### src/rtl/ext_obi_rr_arbiter.sv
// ext_obi_rr_arbiter: round-robin arbiter that lets NumMasters OBI masters
// share one external-crossbar OBI slave port. The address phase is arbitrated
// round-robin and held stable once presented. An in-order ID FIFO routes each
// response back to the master that issued the matching request.

package ext_obi_rr_arbiter_pkg;
  typedef struct packed {
    logic        req;
    logic        we;
    logic [3:0]  be;
    logic [31:0] addr;
    logic [31:0] wdata;
  } obi_req_t;

  typedef struct packed {
    logic        gnt;
    logic        rvalid;
    logic [31:0] rdata;
  } obi_resp_t;
endpackage

// Per-master response slice: grant and response steering for one master.
module ext_obi_rr_port
  import ext_obi_rr_arbiter_pkg::*;
#(
  parameter int unsigned IdxW  = 1,
  parameter int unsigned MyIdx = 0
) (
  input  logic            i_hs,
  input  logic [IdxW-1:0] i_sel,
  input  logic            i_rsp_hit,
  input  logic [IdxW-1:0] i_head,
  input  logic [31:0]     i_rdata,
  output obi_resp_t       o_resp
);
  logic w_mine_gnt, w_mine_rsp;

  assign w_mine_gnt = i_hs      && (i_sel  == IdxW'(MyIdx));
  assign w_mine_rsp = i_rsp_hit && (i_head == IdxW'(MyIdx));

  // gnt only for the selected master; rdata is zero unless this master owns the response
  always_comb begin
    o_resp        = '0;
    o_resp.gnt    = w_mine_gnt;
    o_resp.rvalid = w_mine_rsp;
    o_resp.rdata  = w_mine_rsp ? i_rdata : 32'h0;
  end
endmodule

module ext_obi_rr_arbiter
  import ext_obi_rr_arbiter_pkg::*;
#(
  parameter int unsigned NumMasters     = 2,
  parameter int unsigned MaxOutstanding = 2,
  parameter int unsigned IdxW           = $clog2(NumMasters)
) (
  input  logic                       clk_i,
  input  logic                       rst_ni,
  input  obi_req_t  [NumMasters-1:0] mst_req_i,
  output obi_resp_t [NumMasters-1:0] mst_resp_o,
  output obi_req_t                   slv_req_o,
  input  obi_resp_t                  slv_resp_i,
  output logic                       busy_o,
  output logic                       err_o
);
  localparam int unsigned PtrW = (MaxOutstanding > 1) ? $clog2(MaxOutstanding) : 1;
  localparam int unsigned CntW = $clog2(MaxOutstanding + 1);

  // arbitration state
  logic [IdxW-1:0] r_rr_ptr;
  logic            r_lock_valid;
  logic [IdxW-1:0] r_lock_idx;

  // ID FIFO state
  logic [IdxW-1:0] r_fifo [MaxOutstanding];
  logic [PtrW-1:0] r_wr_ptr, r_rd_ptr;
  logic [CntW-1:0] r_count;
  logic            r_err;

  logic [NumMasters-1:0] w_req;
  logic [IdxW-1:0]       w_rot_idx [NumMasters];
  logic [IdxW-1:0]       w_sel_rr, w_sel, w_head;
  logic                  w_full, w_hs, w_push, w_pop, w_stray;

  function automatic logic [PtrW-1:0] ptr_inc(input logic [PtrW-1:0] p);
    return (p == PtrW'(MaxOutstanding - 1)) ? '0 : p + PtrW'(1);
  endfunction

  // candidate order: rr_ptr, rr_ptr+1, ... modulo NumMasters
  for (genvar k = 0; k < NumMasters; k++) begin : g_rot
    logic [IdxW:0] w_sum;
    assign w_sum        = {1'b0, r_rr_ptr} + (IdxW+1)'(k);
    assign w_rot_idx[k] = (w_sum >= (IdxW+1)'(NumMasters))
                          ? IdxW'(w_sum - (IdxW+1)'(NumMasters)) : IdxW'(w_sum);
    assign w_req[k]     = mst_req_i[k].req;
  end

  // first requester in rotated order; scanned backwards so the lowest offset wins
  always_comb begin
    w_sel_rr = r_rr_ptr;
    for (int k = NumMasters - 1; k >= 0; k--) begin
      if (w_req[w_rot_idx[k]]) w_sel_rr = w_rot_idx[k];
    end
  end

  assign w_sel  = r_lock_valid ? r_lock_idx : w_sel_rr;
  // registered count only: a same-cycle pop never unblocks, so no rvalid->req path
  assign w_full = (r_count == CntW'(MaxOutstanding));

  // forward the selected master; suppress req while the ID FIFO is full
  always_comb begin
    slv_req_o     = mst_req_i[w_sel];
    slv_req_o.req = mst_req_i[w_sel].req & ~w_full;
  end

  assign w_hs    = slv_req_o.req & slv_resp_i.gnt;
  assign w_push  = w_hs;
  assign w_pop   = slv_resp_i.rvalid & (r_count != '0);
  assign w_stray = slv_resp_i.rvalid & (r_count == '0);
  assign w_head  = r_fifo[r_rd_ptr];

  for (genvar g = 0; g < NumMasters; g++) begin : g_port
    ext_obi_rr_port #(
      .IdxW  (IdxW),
      .MyIdx (g)
    ) u_port (
      .i_hs      (w_hs),
      .i_sel     (w_sel),
      .i_rsp_hit (w_pop),
      .i_head    (w_head),
      .i_rdata   (slv_resp_i.rdata),
      .o_resp    (mst_resp_o[g])
    );
  end

  // round-robin pointer and address-phase lock (held until that master's gnt)
  always_ff @(posedge clk_i or negedge rst_ni) begin
    if (!rst_ni) begin
      r_rr_ptr     <= '0;
      r_lock_valid <= 1'b0;
      r_lock_idx   <= '0;
    end else if (w_hs) begin
      r_rr_ptr     <= (w_sel == IdxW'(NumMasters - 1)) ? '0 : w_sel + IdxW'(1);
      r_lock_valid <= 1'b0;
    end else if (slv_req_o.req) begin
      r_lock_valid <= 1'b1;
      r_lock_idx   <= w_sel;
    end
  end

  // ID FIFO pointers and occupancy; push and pop may coincide
  always_ff @(posedge clk_i or negedge rst_ni) begin
    if (!rst_ni) begin
      r_wr_ptr <= '0;
      r_rd_ptr <= '0;
      r_count  <= '0;
    end else begin
      if (w_push) r_wr_ptr <= ptr_inc(r_wr_ptr);
      if (w_pop)  r_rd_ptr <= ptr_inc(r_rd_ptr);
      case ({w_push, w_pop})
        2'b10:   r_count <= r_count + CntW'(1);
        2'b01:   r_count <= r_count - CntW'(1);
        default: r_count <= r_count;
      endcase
    end
  end

  // ID storage; contents are only read while count is non-zero
  always_ff @(posedge clk_i) begin
    if (w_push) r_fifo[r_wr_ptr] <= w_sel;
  end

  // sticky error on a response with nothing outstanding
  always_ff @(posedge clk_i or negedge rst_ni) begin
    if (!rst_ni)      r_err <= 1'b0;
    else if (w_stray) r_err <= 1'b1;
  end

  assign busy_o = (r_count != '0);
  assign err_o  = r_err;

endmodule
### config.mk
export PLATFORM = sky130hd
export DESIGN_NAME = ext_obi_rr_arbiter
export DESIGN_NICKNAME = d
export VERILOG_FILES = /design/src/rtl/ext_obi_rr_arbiter.sv
export SDC_FILE = /design/constraint.sdc
export NUM_CORES = 1
export LEC_CHECK = 0
export ABC_AREA = 1
export BUFFER_PORTS_ARGS = -buffer_cell sky130_fd_sc_hd__buf_2
export CAP_MARGIN = 30
export CORE_AREA = 2 2 123 125
export DETAILED_ROUTE_END_ITERATION = 8
export DIE_AREA = 0 0 125 127
export GPL_ROUTABILITY_DRIVEN = 0
export PLACE_DENSITY = 0.45
export SLEW_MARGIN = 20
export SYNTH_ARGS = -nofsm -noshare
export SYNTH_HDL_FRONTEND = slang
export SYNTH_SLANG_ARGS = --single-unit
### constraint.sdc
create_clock -name clk_i -period 1.8 [get_ports clk_i]
set_input_delay 0.27 -clock clk_i [delete_from_list [all_inputs] [get_ports clk_i]]
set_output_delay 0.27 -clock clk_i [all_outputs]
set_load 0.005 [all_outputs]
# Yosys cells after proc, flatten, opt, wreduce, memory -nomap -nowiden
# Memory sizes are Yosys's and may differ from the RTL's.
# Index checks and enable logic that the tools add are counted.
[classes]
add_sub_neg = 8
magnitude_cmp = 5
n_eq_ne = 3
muxes = 21
n_bitwise = 8
reduce_logical = 9
[ops]
columns = ["op", "n"]
rows = [
  ["$mux 70", 2],
  ["$mux 32", 2],
  ["$mux 1", 16],
  ["$lt 1x2->1 const B", 3],
  ["$reduce_bool 2->1", 3],
  ["$and 1x1->1", 4],
  ["$eq 2x2->1 const B", 2],
  ["$logic_and 1x1->1", 4],
  ["$not 1->1", 4],
  ["$pmux 2 s2", 1],
  ["$add 1x1->1 const B", 3],
  ["$add 1x1->2 const B", 1],
  ["$add 2x1->2 const B", 1],
  ["$eq 2x1->1 const B", 1],
  ["$ge 1x2->1 const B", 1],
  ["$ge 2x2->1 const B", 1],
  ["$logic_not 2->1", 1],
  ["$reduce_and 2->1", 1],
  ["$sub 1x1->1 const B", 2],
  ["$sub 2x1->2 const B", 1],
]
[totals]
register_bits = 8
ramBits = 2
input_bits = 176
out_inout_bits = 140
word_cells = 62
memories = 1
[memory_table]
columns = ["name", "words", "width", "read_ports", "rd_ports_with_merged_regs", "write_ports", "line", "rtl"]
rows = [
  ["r_fifo", 2, 1, 1, 0, 1, "75", "logic [IdxW-1:0] r_fifo [MaxOutstanding];"],
]

# Depth between registers and ports, before layout
[depth]
word_depth = 14
mapped_depth = 12
mapped_depth_nobuf = 11

# Modules after synthesis
# A second synthesis with hierarchy kept.
[unflattened]
hier_cells = 431
hier_area_um2 = 2157.1
[by_module_without_submodules]
columns = ["module", "instances", "cells_per_inst", "area_per_inst_um2", "seq_area_each_um2"]
rows = [
  ["ext_obi_rr_arbiter", 1, 284, 1390.1, 260.2],
  ["ext_obi_rr_port at g_port[0].u_port", 1, 74, 387.9, 0.0],
  ["ext_obi_rr_port at g_port[1].u_port", 1, 73, 379.1, 0.0],
]

# Worst setup path after synthesis
# OpenSTA, ideal clock, no wires.
[synth_path]
path_type = "reg-to-reg"
startpoint = "reg r_rr_ptr"
endpoint = "reg r_count[1]"
setup_time_ns = 0.131
arrival_ns = 1.623
t_required_ns = 1.669
path_slack_ns = 0.046
stages_incl_launch_ff = 12
path_buffers = 1
synth_period_minus_slack_ns = 1.754
cell_sequence = "dfrtp_1 -> nand2_1 -> nand2_1 -> nand2_1 -> nand2_1 -> buf_6 -> nand2_1 -> nand4_2 -> ha_1 -> a21oi_1 -> o21ai_0 -> xor2_1"
[synth_via]
elab_chain_cells = 14
elab_cells_between_ends = 22
classes_between = "3 x add/sub; 2 x order compare; 2 x eq/ne; 12 x mux; 2 x bitwise; 1 x reduce/logical"
[synth_lines]
columns = ["element", "line", "rtl"]
rows = [
  ["start, declared", "70", "logic [IdxW-1:0] r_rr_ptr;"],
  ["start signal, assigned", "143", "r_rr_ptr <= (w_sel == IdxW'(NumMasters - 1)) ? '0 : w_sel + IdxW'(1);"],
  ["$add 1x1->2", "92", "assign w_sum = {1'b0, r_rr_ptr} + (IdxW+1)'(k);"],
  ["$ge 2x2->1 or $sub 1x1->1 (tied branches)", "93, 94", ""],
  ["$mux 1", "94", "? IdxW'(w_sum - (IdxW+1)'(NumMasters)) : IdxW'(w_sum);"],
  ["$mux 1 (not written as such) (2 in series)", "102", "if (w_req[w_rot_idx[k]]) w_sel_rr = w_rot_idx[k];"],
  ["$mux 1", "102", ""],
  ["$mux 1 (*)", "102", ""],
  ["$mux 1 (*)", "106", "assign w_sel = r_lock_valid ? r_lock_idx : w_sel_rr;"],
  ["$mux 70 (not written as such) (*) (2 in series)", "113", "slv_req_o.req = mst_req_i[w_sel].req & ~w_full;"],
  ["$and 1x1->1 (*)", "113", ""],
  ["$and 1x1->1 (*)", "116", "assign w_hs = slv_req_o.req & slv_resp_i.gnt;"],
  ["$eq 2x1->1 or $eq 2x2->1 (tied branches)", "160", "case ({w_push, w_pop})"],
  ["$pmux 2 s2 or $reduce_bool 2->1 (tied branches)", "-", ""],
  ["end signal, assigned", "161", "2'b10: r_count <= r_count + CntW'(1);"],
  ["end signal, assigned", "162", "2'b01: r_count <= r_count - CntW'(1);"],
  ["end signal, assigned", "163", "default: r_count <= r_count;"],
  ["end, declared", "77", "logic [CntW-1:0] r_count;"],
]
# Mark *: on every way between the ends. The rest lies on a longest branch, timed or not. The select of a mux whose other input is x is not followed.
# A chain may end at the register's enable or synchronous reset.

==> results.ini <==
[power_and_ir_drop]
power_leakage_nw=3.37
p_sw_frac=0.464
power_switching_mw=3.66
powerDensity_nw_per_um2=1450
p_comb_frac=0.899
power_frac_clock=0.049
seq_power_share=0.052
p_int_mw=4.22
vdd_drop_max_mv=0.702

[hold_path]
holdCritPathClass=input pin to register

[yosys]
synth-seq-cells=10
synth_compound_area_frac=0.0154
syn_inst=395
synth_area_sq_um=2120
muxShareOfSynthArea=0
synth_warnings=0
synthSimpleGateAreaFrac=0.660
synth_fa_ha_area_frac=0.00591
yosysTopAreaCell=nand2_1
synth_top_family_by_area=simple AND/OR/NAND/NOR gates
synth_nets=572
ys_types=25
synth-xor-area-share=0.0124
ys_seq_area_frac=0.123
synth_top_area_frac=0.400
syn_area_per_cell_sq_um=5.36
synth_area_leaders=nand2_1, nor2_4, dfrtp_1

[place]
hpwlAfterDp_um=9400
io_buffers=315
post-place-cells=884
dpl_cell_area_sq_um=3920

[sta]
final_hold_viol_count=0
maxSlewViolCount=0
rsz0062_at_grt=yes
fin_setup_tns_ps=-5410
min_period_ps=1940
setup_slack_ps=-136
max_freq_mhz=516
worstMarginPinSlew_ps=214
timing.final.crit_share=1.08
fin_skew_ps=0.652
holdWs_ps=326
setup_viol=122
max-slew-margin-rel=0.858

[layout]
drive_gt1_frac=0.717
fin_nets=920
insertedDiodeCount=0
fill_cells=1534
stdcell_area_sq_um=5420
syn2layout_area_growth_pct=156
final_cells=926

[route]
drtIter0Drc=82
drc_errors=0
firstDrtPassIters=5
viasPerCell=3.94
wl_per_cell_um=14.2
vias=3652
antenna_left=0
drt-total-wl_um=13200

[setup_path]
critical_path_arrival_ps=1670
end_kind=primary output
crit_required_ps=1530
crit_fanout=6
crit_type=register to primary output
critPathLaunchType=register

[flow_run]
maxCapViolations=0

[grt]
grt_max_degree=25
antenna_found_initial=1
grt_overflow_total=0
grt_pass1_wl_um=17700
grt_pass1_vias=3401
grt.total_usage=0.137

[clock_network]
cts_made_buffers=3
clk_latency_ps=230
cts_tree=built
ctsRootBufferMaster=clkbuf_16
h-tree-depth=1
clockBufferDepth=2
clock-sinks=10
clk_pin_slew_ps=40

[floorplanning]
die_height_um=127
dieArea_sq_um=15900
initial_core_util=0.147
core_area_sq_um=14400
die_w_um=125
rows=44
ios=316

[run_status]
outcome=finished with violations
violations=setup timing

final cells by class:
| class | instances | area, sq um | share of cell area |
|---|---|---|---|
| clock buffers | 3 | 75.1 | 0.0138 |
| clock inverters | 1 | 3.75 | 0.000692 |
| inverters | 48 | 205 | 0.0378 |
| multi-input cells | 312 | 2060 | 0.379 |
| flip-flops and latches | 10 | 260 | 0.0480 |
| well taps | 184 | 230 | 0.0425 |
| repair buffers | 367 | 2590 | 0.477 |
| repair inverters | 1 | 3.75 | 0.000692 |
metrics by stage:
stage	util	setup slack [ps]	power, mW
global placement	0.272	62.8	4.53
finish	0.376	-136	7.88
detailed placement	0.272	31.7	4.50
floorplan	-	46.3	2.64
global route	0.376	-192	8.41
CTS	0.312	-90.5	6.07
synthesized netlist by cell type:
cell,n
nor2_2,1
xor2_1,2
buf_2,14
o21ai_0,1
or2_1,1
nand4_2,1
buf_4,4
xnor2_1,1
dfrtp_1,8
inv_4,1
nor2_4,31
a31o_2,1
nand4_1,4
nor2_1,36
nand2_2,1
nand2_1,226
edfxtp_1,2
inv_1,42
inv_2,5
buf_12,3
o21ai_2,1
ha_1,1
buf_6,4
a21oi_1,2
nand3_1,2
path summary, 6_finish.rpt:
check                      cells past startpoint                startpoint  slack [ps]                endpoint
setup / recovery                               9  r_lock_valid$_DFFE_PN0P_        -140           slv_req_o[59]
hold / removal                                 2            slv_resp_i[32]         330       err_o$_DFFE_PN0P_
setup reg to reg                               9  r_lock_valid$_DFFE_PN0P_         100  r_count[1]$_DFFE_PN0P_
hold reg to reg                                1         err_o$_DFFE_PN0P_         470       err_o$_DFFE_PN0P_
max in group asynchronous                      2                    rst_ni        1170    r_rr_ptr$_DFFE_PN0N_
min in group asynchronous                      2                    rst_ni         450    r_rd_ptr$_DFFE_PN0P_
routing by layer:
layer / GRT usage / vias to the layer above / part of all wire
met5: 0 / - / 0
met4: 0.0222 / 0 / 0.021
li1: - / 1843 / -
met1: 0.136 / 1586 / 0.34
met3: 0.0381 / 14 / 0.087
met2: 0.284 / 209 / 0.55
sequential cells by signal, indices dropped and copies added, names as in the netlist:
register	count
r_lock_valid	1
r_fifo	2
r_lock_idx	1
r_wr_ptr	1
r_count	2
err_o	1
r_rr_ptr	1
r_rd_ptr	1
worst max-delay path, stage by stage, from the launching register on:
cell	delay, ps
dfrtp_1	430
a21oi_4	160
nand2_4	90
nand2_8	120
buf_12	160
buf_12	110
buf_16	130
nand2_2	40
nand2_1	50
buf_2	120
cell usage in the layout (no fill, tap or decap), types with 12 or more instances in the layout:
cell type	instances
nor2_4	35
buf_4	17
nand2_1	124
buf_6	34
inv_1	40
nor2_1	23
nand2_4	44
buf_2	288
clkbuf_16	12
nand2_2	58
power by group through the flow:
stage	clock network, mW	registers, mW	logic, mW
after global routing	0.423	0.417	7.57
after CTS	0.406	0.395	5.27
after detailed placement	0	0.398	4.11
after global placement	0	0.397	4.14
final	0.390	0.407	7.08
after floorplan	0	0.386	2.26
cells by family (layout without fill, tap and decap cells):
family | count (synthesis) | after routing
AO/OA/AOI/OAI | 5 | 5
XOR/XNOR | 3 | 3
adder cells (fa/ha/maj) | 1 | 1
buffers and inverters | 73 | 420
flip-flops | 10 | 10
AND/OR/NAND/NOR | 303 | 303
timing repair:
item                                   in CTS  in global routing
setup endpoints to repair                 106                137
cloned                                      8                 10
hold buffers                                1                  0
gates resized for setup                    57                176
pin swaps                                  13                 58
buffers inserted                           14                  8
endpoints found under the hold margin       8                  0
No activity file was read; power rests on OpenSTA's default activity.
